<file path="src/rtl/srrc_tx_scheduler.sv">
// Sequencing controller for the 4-sample/symbol SRRC transmit filter: strobe generation,
// 2-entry symbol buffer, RUN/FLUSH control. Optional macro: TX_UNDERFLOW_CNT_EN.
module srrc_tx_scheduler #(
    parameter int unsigned CLK_DIV    = 4,
    parameter int unsigned FLUSH_SYMS = 78
) (
    input  logic        clk,
    input  logic        reset,
    input  logic        enable,
    input  logic        stop,
    input  logic        s_valid,
    input  logic [17:0] s_data,
    output logic        s_ready,
    output logic        sam_clk_en,
    output logic        sym_clk_en,
    output logic [17:0] sym_out,
    output logic        busy,
    output logic        underflow,
    output logic [15:0] underflow_cnt
);

    localparam int unsigned SYM_W   = 18;
    localparam int unsigned DIV_W   = 8;
    localparam int unsigned FLUSH_W = $clog2(FLUSH_SYMS + 1);
    localparam int unsigned CNT_W   = 16;

    typedef enum logic [1:0] {
        IDLE  = 2'd0,
        RUN   = 2'd1,
        FLUSH = 2'd2
    } state_t;

    state_t             state;
    state_t             next_state;
    logic [DIV_W-1:0]   div_cnt;
    logic [1:0]         sam_cnt;
    logic [FLUSH_W-1:0] flush_cnt;

    logic [SYM_W-1:0]   fifo_mem [2];
    logic               wr_ptr;
    logic               rd_ptr;
    logic [1:0]         count;

    logic fifo_empty;
    logic fifo_full;
    logic push;
    logic pop;
    logic zero_load;
    logic last_flush;

    // Strobes and handshake decode straight from registered state
    assign busy       = (state != IDLE);
    assign sam_clk_en = busy && (div_cnt == '0);
    assign sym_clk_en = sam_clk_en && (sam_cnt == 2'd0);

    assign fifo_empty = (count == 2'd0);
    assign fifo_full  = (count == 2'd2);
    assign s_ready    = !fifo_full && (state != FLUSH);

    assign push       = s_valid && s_ready;
    assign pop        = sym_clk_en && !fifo_empty;
    assign zero_load  = sym_clk_en && fifo_empty;
    assign last_flush = (state == FLUSH) && zero_load
                        && (flush_cnt == FLUSH_W'(FLUSH_SYMS - 1));

    always_ff @(posedge clk or posedge reset) begin
        if (reset) begin
            state <= IDLE;
        end else begin
            state <= next_state;
        end
    end

    always_comb begin
        next_state = state;
        case (state)
            IDLE: begin
                if (enable) begin
                    next_state = stop ? FLUSH : RUN;
                end
            end
            RUN: begin
                if (stop || !enable) begin
                    next_state = FLUSH;
                end
            end
            FLUSH: begin
                if (last_flush) begin
                    next_state = IDLE;
                end
            end
            default: next_state = IDLE;
        endcase
    end

    // Phase counters hold at zero in IDLE so every start is at phase 0
    always_ff @(posedge clk or posedge reset) begin
        if (reset) begin
            div_cnt   <= '0;
            sam_cnt   <= '0;
            flush_cnt <= '0;
        end else begin
            if (state == IDLE) begin
                div_cnt <= '0;
                sam_cnt <= '0;
            end else begin
                div_cnt <= (div_cnt == DIV_W'(CLK_DIV - 1)) ? '0 : div_cnt + DIV_W'(1);
                if (sam_clk_en) begin
                    sam_cnt <= sam_cnt + 2'd1;
                end
            end
            if (state != FLUSH) begin
                flush_cnt <= '0;
            end else if (zero_load) begin
                flush_cnt <= flush_cnt + FLUSH_W'(1);
            end
        end
    end

    always_ff @(posedge clk) begin
        if (push) begin
            fifo_mem[wr_ptr] <= s_data;
        end
    end

    // Occupancy only: full is a register so a pop never reopens s_ready the same cycle
    always_ff @(posedge clk or posedge reset) begin
        if (reset) begin
            wr_ptr <= 1'b0;
            rd_ptr <= 1'b0;
            count  <= 2'd0;
        end else begin
            if (push) begin
                wr_ptr <= ~wr_ptr;
            end
            if (pop) begin
                rd_ptr <= ~rd_ptr;
            end
            case ({push, pop})
                2'b10:   count <= count + 2'd1;
                2'b01:   count <= count - 2'd1;
                default: count <= count;
            endcase
        end
    end

    always_ff @(posedge clk or posedge reset) begin
        if (reset) begin
            sym_out   <= '0;
            underflow <= 1'b0;
        end else begin
            if (sym_clk_en) begin
                sym_out <= pop ? fifo_mem[rd_ptr] : '0;
            end
            underflow <= (state == RUN) && zero_load;
        end
    end

`ifdef TX_UNDERFLOW_CNT_EN
    always_ff @(posedge clk or posedge reset) begin
        if (reset) begin
            underflow_cnt <= '0;
        end else if (underflow && (underflow_cnt != {CNT_W{1'b1}})) begin
            underflow_cnt <= underflow_cnt + CNT_W'(1);
        end
    end
`else
    assign underflow_cnt = CNT_W'(0);
`endif

endmodule
</file>
<file path="config.mk">
export PLATFORM = sky130hd
export DESIGN_NAME = srrc_tx_scheduler
export DESIGN_NICKNAME = d
export VERILOG_FILES = /design/src/rtl/srrc_tx_scheduler.sv
export SDC_FILE = /design/constraint.sdc
export NUM_CORES = 1
export LEC_CHECK = 0
export ABC_AREA = 1
export BUFFER_PORTS_ARGS = -buffer_cell sky130_fd_sc_hd__buf_2
export CAP_MARGIN = 10
export CORE_MARGIN = 5
export CORE_UTILIZATION = 35
export CTS_CLUSTER_SIZE = 20
export DETAILED_ROUTE_END_ITERATION = 7
export SYNTH_ARGS = -nofsm -noshare
export SYNTH_HDL_FRONTEND = slang
export SYNTH_SLANG_ARGS = --single-unit
</file>
<file path="constraint.sdc">
create_clock -name clk -period 2.55 [get_ports clk]
set_clock_uncertainty 0.2 [all_clocks]
set_input_delay 0.6375 -clock clk [delete_from_list [all_inputs] [get_ports clk]]
set_output_delay 0.6375 -clock clk [all_outputs]
set_load 0.02 [all_outputs]
</file>
Word-level counts from Yosys, hierarchy flattened
Memory sizes are Yosys's and may differ from the RTL's.
Cells that the tools add are included.
{"block": "word_totals", "regBits": 42, "ram_bits": 36, "input_bits": 23, "elab_cells": 65, "n_memories": 1}
{"memory": "fifo_mem", "depth": 2, "word_bits": 18, "rd": 1, "rd_ports_with_merged_regs": 0, "write_ports": 1, "line": "39", "rtl": "logic [SYM_W-1:0] fifo_mem [2];"}
{"block": "classes", "add_sub_neg": 5, "n_eq_ne": 11, "muxes": 15, "n_bitwise": 2, "reduce_logical": 22}
{"cell": "18-bit 2-to-1 mux", "n": 1}
{"cell": "8-bit 2-to-1 mux", "n": 2}
{"cell": "7-bit 2-to-1 mux", "n": 2}
{"cell": "2-bit 2-to-1 mux", "n": 6}
{"cell": "1-bit logical AND", "n": 9}
{"cell": "8-bit by 1-bit adder with 8-bit output (second input constant)", "n": 1}
{"cell": "8-bit by 2-bit == test with 1-bit output (second input constant)", "n": 1}
{"cell": "8-bit logical NOT", "n": 1}
{"cell": "2-bit inequality test (second input constant)", "n": 4}
{"cell": "2-bit nonzero test", "n": 4}
{"cell": "7-bit by 1-bit adder with 7-bit output (second input constant)", "n": 1}
{"cell": "7-bit == test (second input constant)", "n": 1}
{"cell": "2-bit == test (second input constant)", "n": 3}
{"cell": "2-bit logical NOT", "n": 3}
{"cell": "2-bit one-hot mux with 3 select lines", "n": 1}
{"cell": "2-bit by 1-bit adder with 2-bit output (second input constant)", "n": 2}
{"cell": "2-bit by 1-bit == test with 1-bit output (second input constant)", "n": 2}
{"cell": "2-bit one-hot mux with 2 select lines", "n": 1}
{"cell": "1-bit logical NOT", "n": 3}
{"cell": "3-bit AND reduction", "n": 1}
{"cell": "1-bit 2-to-1 mux", "n": 2}
{"cell": "1-bit NOT", "n": 2}
{"cell": "2-bit by 1-bit subtractor with 2-bit output (second input constant)", "n": 1}
{"cell": "1-bit logical OR", "n": 1}

Longest topological paths before layout
{"block": "depth", "word_depth": 8, "mapped_depth": 10, "ltp_nobuf": 10}

Least setup slack after synthesis
No wires, ideal clock.
{"block": "synth_timing", "path_kind": "register to register", "startpoint": "register state[1]", "endpoint": "memory fifo_mem[1][0] (enable)", "arrival_ns": 1.829, "slack_ns": 0.129, "path_stages_with_launch": 8, "path_buffers": 0, "synth_period_minus_slack_ns": 2.421, "cell_sequence": "dfrtp_1 > inv_1 > nor2_1 > inv_1 > o21ai_1 > inv_1 > nand2_1 > nor2_1"}
{"block": "synth_via", "elab_chain_cells": 5}
{"element": "start: declaration", "line": "33", "rtl": "state_t state;"}
{"element": "start signal: assignment", "line": "70", "rtl": "state <= next_state;"}
{"element": "2-bit inequality test", "line": "58", "rtl": "assign s_ready = !fifo_full && (state != FLUSH);"}
{"element": "1-bit logical AND", "line": "58"}
{"element": "named net s_ready", "line": "13", "rtl": "output logic s_ready,"}
{"element": "1-bit logical AND", "line": "60", "rtl": "assign push = s_valid && s_ready;"}
{"element": "1-bit 2-to-1 mux", "line": "121", "rtl": "if (push) begin"}
{"element": "1-bit 2-to-1 mux (not written as such)", "line": "122", "rtl": "fifo_mem[wr_ptr] <= s_data;"}
{"element": "end: declaration", "line": "39"}
The timed path passes the listed nets, and every way through them passes these cells.

Worst setup path after layout
{"block": "layout_timing", "startpoint": "register div_cnt[0]", "endpoint": "output sym_clk_en"}
{"block": "layout_via", "elab_chain_cells": 3}
{"element": "start: declaration", "line": "35", "rtl": "logic [DIV_W-1:0] div_cnt;"}
{"element": "start signal: assignment", "line": "107", "rtl": "div_cnt <= (div_cnt == DIV_W'(CLK_DIV - 1)) ? '0 : div_cnt + DIV_W'(1);"}
{"element": "8-bit logical NOT", "line": "53", "rtl": "assign sam_clk_en = busy && (div_cnt == '0);"}
{"element": "1-bit logical AND", "line": "53"}
{"element": "1-bit logical AND", "line": "54", "rtl": "assign sym_clk_en = sam_clk_en && (sam_cnt == 2'd0);"}
{"element": "end: declaration", "line": "15", "rtl": "output logic sym_clk_en,"}
No other way between the ends.

==> run summary <==
Run status = completed
Lkg Pwr = 0.00179 uW
Vias per cell = 4.36
Cells after Synth = 290
Net Switching = 498 uW
Hold_buf cts = 0
Final Max Tran Viols = 0
Uppermost layer routed = met4
First-pass GRT wire length = 10.5 mm
Crit path cell chain = inv_1 > ha_1 > nand2_2 > nor2_4 > nand3_4 > inv_1 > buf_2
Metal2 WL = 3.05 mm
Synthesized area per cell = 11.7 um2
Crit path max-delay cell type = dfrtp_1
Total wire length = 6.05 mm
Die area = 0.0118 mm2
Num ports = 62
Gpl congestion = 0.738
Wirelength per Cell = 12.5 um
Final setup fails = 0
Area growth syn-to-layout = 17.0%
Tmin final = 2410 ps
Clk buf depth = 2
Crit path kind = reg -> out
Routed Antenna Nets = 0
Flops & latches, synth = 78
Endpoints failing hold = 0
DP HPWL = 4.20 mm
Part of the power in registers = 55.3%
M1 WL = 2.46 mm
Cells on worst reg2reg path = 11
Reg2Reg Launch Point = div_cnt[0]
CTS tree = built
Fin nets = 376
Cell taking the most area after synthesis = edfxtp_1
Most common cell on crit path = inv_1
CP Launch Type = flop
Top cells by instance count after synthesis = nand2_1, dfrtp_1, edfxtp_1
Congestion Overflow GR = 0
Final worst-path cycle share = 94.6%
P_int = 1880 uW
RR Endpoint = count[1]
Iteration-0 DRC Markers = 56
Critical path endpoint category = primary output
Peak supply drop = 486 uV
Arrival @ worst endpoint = 1580 ps
Total Routing Usage GR = 11.5%
Most frequent cell after synthesis = nand2_1
Pwr dens = 599 mW/mm2
Sw frac = 20.9%
Register-to-register setup slack = 320 ps
Largest cells by area after synthesis = edfxtp_1, dfrtp_1, mux2i_1
Worst hold path type = in -> async
Worst-path clk slew = 90 ps
Relative slew slack = 63.9%
Row Count = 36
Worst stage delay on the critical path = 420 ps
Sum Neg Setup Slack = 0 ps
Buf/Inv on CP = 3
Htree depth = 3
Ys flop type = dfrtp_1
Worst path required time = 1710 ps
Antenna diode count = 0
Slew @ Worst Pin = 542 ps
Place WS = 294 ps
Seq/Total Area, Yosys = 62.9%
Post-synth EDFFs = 36
CP top delay family = flip-flops
Combinational share of power = 2.4%
Initial antenna violation count = 0
Width of the die = 108 um
CORE AREA = 0.00959 mm2
Root buffer cell = clkbuf_8
Async SR Flop Fraction = 53.8%
Cell area after synthesis = 0.00339 mm2
Clk_lat worst skew = 350 ps
Vias in the first global route = 2233
# port buffers = 45
Pre-antenna DRT Iters = 4
Max_cap viols = 0
WL met3 = 440 um
RSZ-0062 raised after global routing = false
Cell variety after synth = 30
Largest net degree at the start of global routing = 43
Max Clock Freq = 414 MHz
Synth top area share = 31.9%
Final setup margin = 137 ps
Largest fanout on the critical path = 5
TritonCTS Sinks = 78
Initial Util = 35.3%
Clock power frac = 42.3%
Cts bufs inserted = 9
Layout cells sized above 1 = 26.1%
Synth warn = 0
Die height = 108 um
Via count = 2116
Drc violations = 0
[power by group through the flow]
stage	logic, uW	clock network [uW]	registers (uW)
5_1_grt	63.9	1100	1320
4_1_cts	57.2	1050	1310
3_3_place_gp	55.2	0	1340
2_1_floorplan	49.5	0	1340
6_report	56.0	1010	1320
3_5_place_dp	57.0	0	1340
[how the worst max path moves through the flow]
| stage | startpoint | cells past startpoint | to | slack (ps) |
|---|---|---|---|---|
| floorplan | state[1] | 7 | fifo_mem[1][0] | 130 |
| global placement | div_cnt[0] | 7 | sym_clk_en | 380 |
| detailed placement | div_cnt[0] | 10 | count[1] | 290 |
| CTS | div_cnt[0] | 7 | sym_clk_en | 30 |
| global route | div_cnt[0] | 7 | sym_clk_en | 20 |
| finish | div_cnt[0] | 7 | sym_clk_en | 140 |
[registers in the layout, summed over array words and instances, names as in the netlist]
register,flops
count,2
div_cnt,8
fifo_mem,36
flush_cnt,7
rd_ptr,1
sam_cnt,2
state,2
sym_out,18
underflow,1
wr_ptr,1
[per-layer routing]
layer	global-route usage, %	vias up
met3	3.82	8
met2	19.7	64
met1	13.2	993
li1	-	1051
met4	4.69	0
met5	0	-
[cells by family after synthesis]
kind of cell             count (synthesis)  share of synthesized area, %
other                                    1                         0.111
AO/OA/AOI/OAI                           30                          5.65
XOR/XNOR                                11                          2.84
flip-flops                              78                          62.9
buffers and inverters                   45                          7.34
multiplexers                            18                          5.31
AND/OR/NAND/NOR                        101                          13.7
adder cells (fa/ha/maj)                  6                          2.21
[cells in the final DEF, fill, tap and decap left out, types with 2 or more instances in the layout]
cell type   instances
nand2_1            46
buf_2              45
dfrtp_1            42
edfxtp_1           36
nor2_1             21
inv_1              21
mux2i_1            18
conb_1             16
nand3_1            13
o21ai_0            13
o21ai_2            10
clkbuf_8            9
xor2_1              8
buf_4               8
ha_1                6
a21oi_1             5
nor2_2              4
nand2_2             4
xnor2_1             3
nand4_1             3
nor2_4              2
nor3_1              2
nor3b_1             2
clkinv_1            2
clkinvlp_4          2
bufinv_16           2
[what timing repair did]
item	4_1_cts	5_1_grt
buffers inserted	0	2
endpoints found under the setup margin	1	1
gates resized for setup	1	0
[through the flow]
stage	hold slack (ps)	total power, uW	utilization (%)	instance area (um2)	instances
after floorplan	232	1390	-	3450	305
after global placement	240	1400	38.8	3730	467
after detailed placement	246	1400	38.8	3730	467
after CTS	218	2420	41.2	3950	483
after global routing	255	2480	41.4	3970	485
final	211	2380	41.4	3970	485
[cell type report]
cell class / instances / area (um2)
clock inverters: 7 / 96.3
well taps: 133 / 166
flip-flops and latches: 78 / 2130
multi-input cells: 182 / 1080
fillers: 948 / 5630
inverters: 23 / 86.3
clock buffers: 9 / 124
repair buffers: 53 / 285
[worst min-delay path: cells and delay by family]
family	cells	cell delay (ps)
buf+inv	3	580
Note: power is estimated with default switching activity, not from simulation.
